## config.mk

```make
export PLATFORM = sky130hd
export DESIGN_NAME = vga_vram_arbiter
export DESIGN_NICKNAME = d
export VERILOG_FILES = /design/src/rtl/vga_pkg.sv /design/src/rtl/vga_vram_arbiter.sv
export SDC_FILE = /design/constraint.sdc
export NUM_CORES = 1
export LEC_CHECK = 0
export ABC_AREA = 1
export CAP_MARGIN = 15
export CORE_MARGIN = 1
export CORE_UTILIZATION = 38
export CTS_BUF_LIST = sky130_fd_sc_hd__clkbuf_4 sky130_fd_sc_hd__clkbuf_8
export CTS_CLUSTER_DIAMETER = 60
export CTS_CLUSTER_SIZE = 30
export DETAILED_ROUTE_END_ITERATION = 8
export PLACE_DENSITY = 0.84
export SETUP_SLACK_MARGIN = 0.3
export SLEW_MARGIN = 15
export SYNTH_ARGS = -nofsm -noshare
export SYNTH_HDL_FRONTEND = slang
export SYNTH_SLANG_ARGS = --single-unit
```

## constraint.sdc

```tcl
create_clock -name clk -period 2.1 [get_ports clk]
set_input_delay 0.21 -clock clk [delete_from_list [all_inputs] [get_ports clk]]
set_output_delay 0.21 -clock clk [all_outputs]
set_load 0.02 [all_outputs]
```

## src/rtl/vga_pkg.sv

```systemverilog
// Shared VGA display constants and the VRAM line-fetch state encoding.
// Imported by the arbiter and by anything else in the display path.
package vga_pkg;

   localparam int H_ACTIVE       = 640;
   localparam int V_ACTIVE       = 480;
   localparam int PIX_PER_WORD   = 8;
   localparam int WORDS_PER_LINE = H_ACTIVE / PIX_PER_WORD;

   typedef enum logic [1:0] {
      IDLE  = 2'd0,
      SETUP = 2'd1,
      FETCH = 2'd2,
      DRAIN = 2'd3
   } fetch_state_e;

endpackage

```

## src/rtl/vga_vram_arbiter.sv

```systemverilog
// Single-port VRAM arbiter: bursts one display line into the scan-out line buffer per
// line_start, interleaving CPU writes with a bounded wait while a fetch is running.
module vga_vram_arbiter #(
   parameter int WORDS_PER_LINE = vga_pkg::WORDS_PER_LINE,
   parameter int LINES          = vga_pkg::V_ACTIVE,
   parameter int ADDR_W         = 16,
   parameter int DATA_W         = 32,
   parameter int MAX_WAIT       = 4
) (
   input  logic              clk,
   input  logic              reset,
   input  logic              line_start,
   input  logic [8:0]        line_num,
   output logic              fetch_busy,
   output logic              overrun,
   output logic              lb_we,
   output logic [6:0]        lb_waddr,
   output logic [DATA_W-1:0] lb_wdata,
   input  logic              cpu_req,
   input  logic [ADDR_W-1:0] cpu_addr,
   input  logic [DATA_W-1:0] cpu_wdata,
   output logic              cpu_ack,
   output logic              mem_en,
   output logic              mem_we,
   output logic [ADDR_W-1:0] mem_addr,
   output logic [DATA_W-1:0] mem_wdata,
   input  logic [DATA_W-1:0] mem_rdata
);

   import vga_pkg::*;

   localparam int               IDX_W     = 7;
   localparam int               WAIT_W    = $clog2(MAX_WAIT + 1);
   localparam logic [IDX_W-1:0] LAST_IDX  = IDX_W'(WORDS_PER_LINE - 1);
   localparam logic [WAIT_W-1:0] WAIT_MAX = WAIT_W'(MAX_WAIT);
   localparam logic [8:0]       LINES_N   = 9'(LINES);

   fetch_state_e      state;
   fetch_state_e      state_nxt;
   logic [ADDR_W-1:0] base;
   logic [IDX_W-1:0]  index;
   logic [IDX_W-1:0]  rd_idx;
   logic              rd_pend;
   logic [WAIT_W-1:0] wait_cnt;

   logic              start_ok;
   logic              cpu_slot;
   logic              disp_rd;
   logic [ADDR_W-1:0] line_ext;
   logic [ADDR_W-1:0] base_calc;
   logic [ADDR_W-1:0] rd_addr;

   assign start_ok  = line_start && (line_num < LINES_N);
   // line_num*80 without a multiplier: 64n + 16n
   assign line_ext  = ADDR_W'(line_num);
   assign base_calc = (line_ext << 6) + (line_ext << 4);
   assign rd_addr   = base + ADDR_W'(index);

   // Outside FETCH the port is free, so the CPU is served at once; inside FETCH
   // only after it has been deferred MAX_WAIT cycles.
   assign cpu_slot = !reset && cpu_req && ((state != FETCH) || (wait_cnt == WAIT_MAX));
   assign disp_rd  = !reset && (state == FETCH) && !cpu_slot;

   always_ff @(posedge clk) begin
      if (reset) state <= IDLE;
      else       state <= state_nxt;
   end

   // NOTE: every combinational output gets a default first so no path holds a stale value (no latches).
   always_comb begin
      state_nxt = state;
      unique case (state)
         IDLE:    if (start_ok) state_nxt = SETUP;
         SETUP:   state_nxt = FETCH;
         FETCH:   if (disp_rd && (index == LAST_IDX)) state_nxt = DRAIN;
         DRAIN:   state_nxt = IDLE;
         default: state_nxt = IDLE;
      endcase
   end

   always_comb begin
      mem_en     = 1'b0;
      mem_we     = 1'b0;
      mem_addr   = '0;
      mem_wdata  = '0;
      cpu_ack    = 1'b0;
      if (cpu_slot) begin
         mem_en    = 1'b1;
         mem_we    = 1'b1;
         mem_addr  = cpu_addr;
         mem_wdata = cpu_wdata;
         cpu_ack   = 1'b1;
      end else if (disp_rd) begin
         mem_en   = 1'b1;
         mem_addr = rd_addr;
      end
      fetch_busy = (state != IDLE);
      // Read data returns one cycle after issue; a read cut off by reset is dropped.
      lb_we      = rd_pend && !reset;
      lb_waddr   = lb_we ? rd_idx : '0;
      lb_wdata   = lb_we ? mem_rdata : '0;
   end

   // NOTE: sequential state uses non-blocking assignments so every register sees pre-edge values.
   always_ff @(posedge clk) begin
      if (reset) begin
         base     <= '0;
         index    <= '0;
         rd_idx   <= '0;
         rd_pend  <= 1'b0;
         wait_cnt <= '0;
         overrun  <= 1'b0;
      end else begin
         if ((state == IDLE) && start_ok) base <= base_calc;

         if (state == SETUP)  index <= '0;
         else if (disp_rd)    index <= index + 1'b1;

         rd_pend <= disp_rd;
         if (disp_rd) rd_idx <= index;

         if (!cpu_req || cpu_slot)    wait_cnt <= '0;
         else if (wait_cnt != WAIT_MAX) wait_cnt <= wait_cnt + 1'b1;

         if (line_start && (state != IDLE)) overrun <= 1'b1;
      end
   end

endmodule

```

==> results of run 1 <==
==> placed cells by master (no fill, tap or decap), types with 3 or more instances in the layout <==
cell,instances
buf_12,5
a21oi_1,29
buf_6,47
buf_4,58
ha_4,4
inv_2,6
xnor2_1,4
o21ai_1,6
nor2_4,36
nand3_1,17
nand2_4,7
nand2_2,11
ha_1,12
a21oi_2,3
nand2_1,87
nor2_1,61
xor2_1,4
inv_1,113
nor3_1,3
inv_4,3
clkdlybuf4s15_1,5
dfxtp_2,9
o21ai_0,11
dlygate4sd2_1,11
dfxtp_1,24
clkbuf_2,28
o21ai_2,5
clkdlybuf4s50_1,90
clkbuf_8,5
==> timing repair <==
action	in CTS	in global routing
gates resized for setup	323	221
endpoints found under the setup margin	93	93
pin swaps	21	18
setup buffers	15	16
gates cloned	0	3
==> through the flow <==
step                      TNS [ns]   util  std cells  hold WS (ns)
after detailed placement    -10.52  0.693        792         0.455
final                       -0.381  0.801        834         0.350
after global placement       -9.72  0.693        792         0.454
after floorplan                  0      -        492         0.353
after CTS                        0  0.714        815         0.466
after global routing         -1.04  0.801        834         0.372
==> flip-flops by register name (all words and copies together) (netlist names) <==
signal    flops
overrun       1
rd_idx        7
index         7
base         12
rd_pend       1
wait_cnt      3
state         2
==> routing by layer <==
layer,track usage,part of all wire,wire [microns]
met1,0.302,0.32,5120
met2,0.517,0.48,7700
met3,0.0560,0.12,1850
met4,0.125,0.079,1250
met5,0,0,0
==> worst paths after layout <==
check	from	to	slack [ns]
setup / recovery	index[4]	mem_addr[8]	-0.1
hold / removal	line_num[0]	base[4]	0.35
setup reg to reg	state[0]	rd_idx[1]	0.37
hold reg to reg	rd_idx[4]	rd_idx[4]	0.47
==> power groups by stage <==
stage / sequential, mW / clock, mW / combinational, mW
after floorplan: 0.798 / 0 / 0.920
after global routing: 0.853 / 0.528 / 2.32
final: 0.846 / 0.509 / 2.21
after detailed placement: 0.807 / 0 / 1.67
after global placement: 0.803 / 0 / 1.63
after CTS: 0.811 / 0.483 / 1.71
==> critical path, stage by stage (launching register included) <==
cell,delay (ns)
dfxtp_2,0.35
ha_4,0.17
fa_2,0.36
nand2_2,0.11
nand2_2,0.08
buf_4,0.15
a21oi_1,0.20
o31ai_2,0.09
buf_4,0.16
==> cell type report <==
| type | count | area, sq um | share of cell area |
|---|---|---|---|
| Multi-Input combinational cell | 320 | 2070 | 0.357 |
| Inverter | 123 | 482 | 0.0829 |
| Clock inverter | 3 | 17.5 | 0.00301 |
| Timing Repair Buffer | 251 | 2370 | 0.409 |
| Sequential cell | 33 | 672 | 0.116 |
| Tap cell | 99 | 124 | 0.0213 |
| Clock buffer | 5 | 68.8 | 0.0118 |
==> cell families after synthesis <==
kind of cell | after synthesis | synth area share
AO/OA/AOI/OAI | 60 | 0.114
buffers and inverters | 139 | 0.201
XOR/XNOR | 8 | 0.0245
AND/OR/NAND/NOR | 233 | 0.341
flip-flops | 33 | 0.231
adder cells (fa/ha/maj) | 19 | 0.0885
==> metrics.cfg, run 1 <==
[power]
p_sw_mw=1.63
switching_share=0.458
irDropWorstVdd_uv=569
power_density_nw_per_um2=614
pwr-share-clk=0.143
p_int_mw=1.94
seqPwrFrac=0.237
power_mw=3.57
combinationalPowerShare=0.620
p_leak_nw=2.99

[floorplan]
initial_utilization=0.394
die_w_microns=88.7
fp.dieH_microns=88.7
ios=186
fp-row-count=31
die_area_sq_um=7870
core-area_sq_um=7250

[logic_synthesis]
yosys.cell_count.top_type=inv_1
synth_cell_types=35
synth_async_sr_flop_share=0
synth_cells=492
synth_seq_cells=33
synth_area_sq_um=2860
synthTopCellsByCount=inv_1, nand2_1, nor2_1
yosysTopAreaCell=dfxtp_1
synth_top_area_share=0.231
seq_area_frac_synth=0.231
synthTopCellsByArea=dfxtp_1, inv_1, nand2_1
ys.flop_type=dfxtp_1
syn_nets=604
synth_edf_count=0
yosys_warnings=0
avgSynthCellArea_sq_um=5.81

[drt]
post_drt_wl_per_cell_microns=19.1
drc=0
via_count=4486
viasPerCell=5.38
drt-initial-drc-count=491
drtPass1Iterations=5
routed_wl_mm=15.9
ant_nets=0

[clocking]
cts_buffer_depth=2
cts_root_buf=clkbuf_8
cts.clk_slew.worst_paths_ns=0.09
cts_tree=yes
cts.sinks=33
cts_hold_buf=0
h-tree-depth=2
cts_buffers=5
clock_latency_ns=0.31

[setup_path]
path_class=reg2out
crit_required_ns=1.89
worst_ep_arrival_time_ns=1.99
path_max_fanout=2
cp-start-kind=flop
ff2ff_path_depth=12
end_kind=primary output

[placed_design]
io_buffers=185
dpl.hpwl_mm=8.16
post-place-ws_ns=-0.287
place.gp.congestion=0.911
place_area_sq_um=5030

[sta]
rsz0062_at_grt=yes
finalCriticalPeriod_ns=2.20
fmax_mhz=455
finalHoldViolations=0
fin_skew_ns=0.0103
tightest_slew_ns=0.389
slew-limit-headroom=0.739
worst_slack_ns=-0.0987
drv_slew=0
setup_viol=6
finalCritPeriodShare=1.05

[cells_and_area]
design_area_sq_um=5810
fill_cells=426
final_nets=846
syn_to_final_growth_pct=104
drive_gt1_frac=0.339
diodes=0

[run_status]
failed_checks=negative setup slack
outcome=finished, violations left

[min_path]
min_path_cells=4
hp-class=in2reg

[global_routing]
antenna_found_initial=0
grtUsageTotal=0.278
grt_max_degree=41
grt_pass1_wl_mm=17.0
overflow=0
grt_pass1_vias=3645

[flow_run]
max_cap_violations=0

(Power assumes the default switching activity.)
==> run 2: changes to the inputs <==
--- a/config.mk
+++ b/config.mk
@@ -15,7 +15,6 @@
 export DETAILED_ROUTE_END_ITERATION = 8
 export PLACE_DENSITY = 0.84
 export SETUP_SLACK_MARGIN = 0.3
-export SLEW_MARGIN = 15
 export SYNTH_ARGS = -nofsm -noshare
 export SYNTH_HDL_FRONTEND = slang
 export SYNTH_SLANG_ARGS = --single-unit
==> results of run 2 <==
The final DEF is identical to that of run 1; final timing and power are the same.
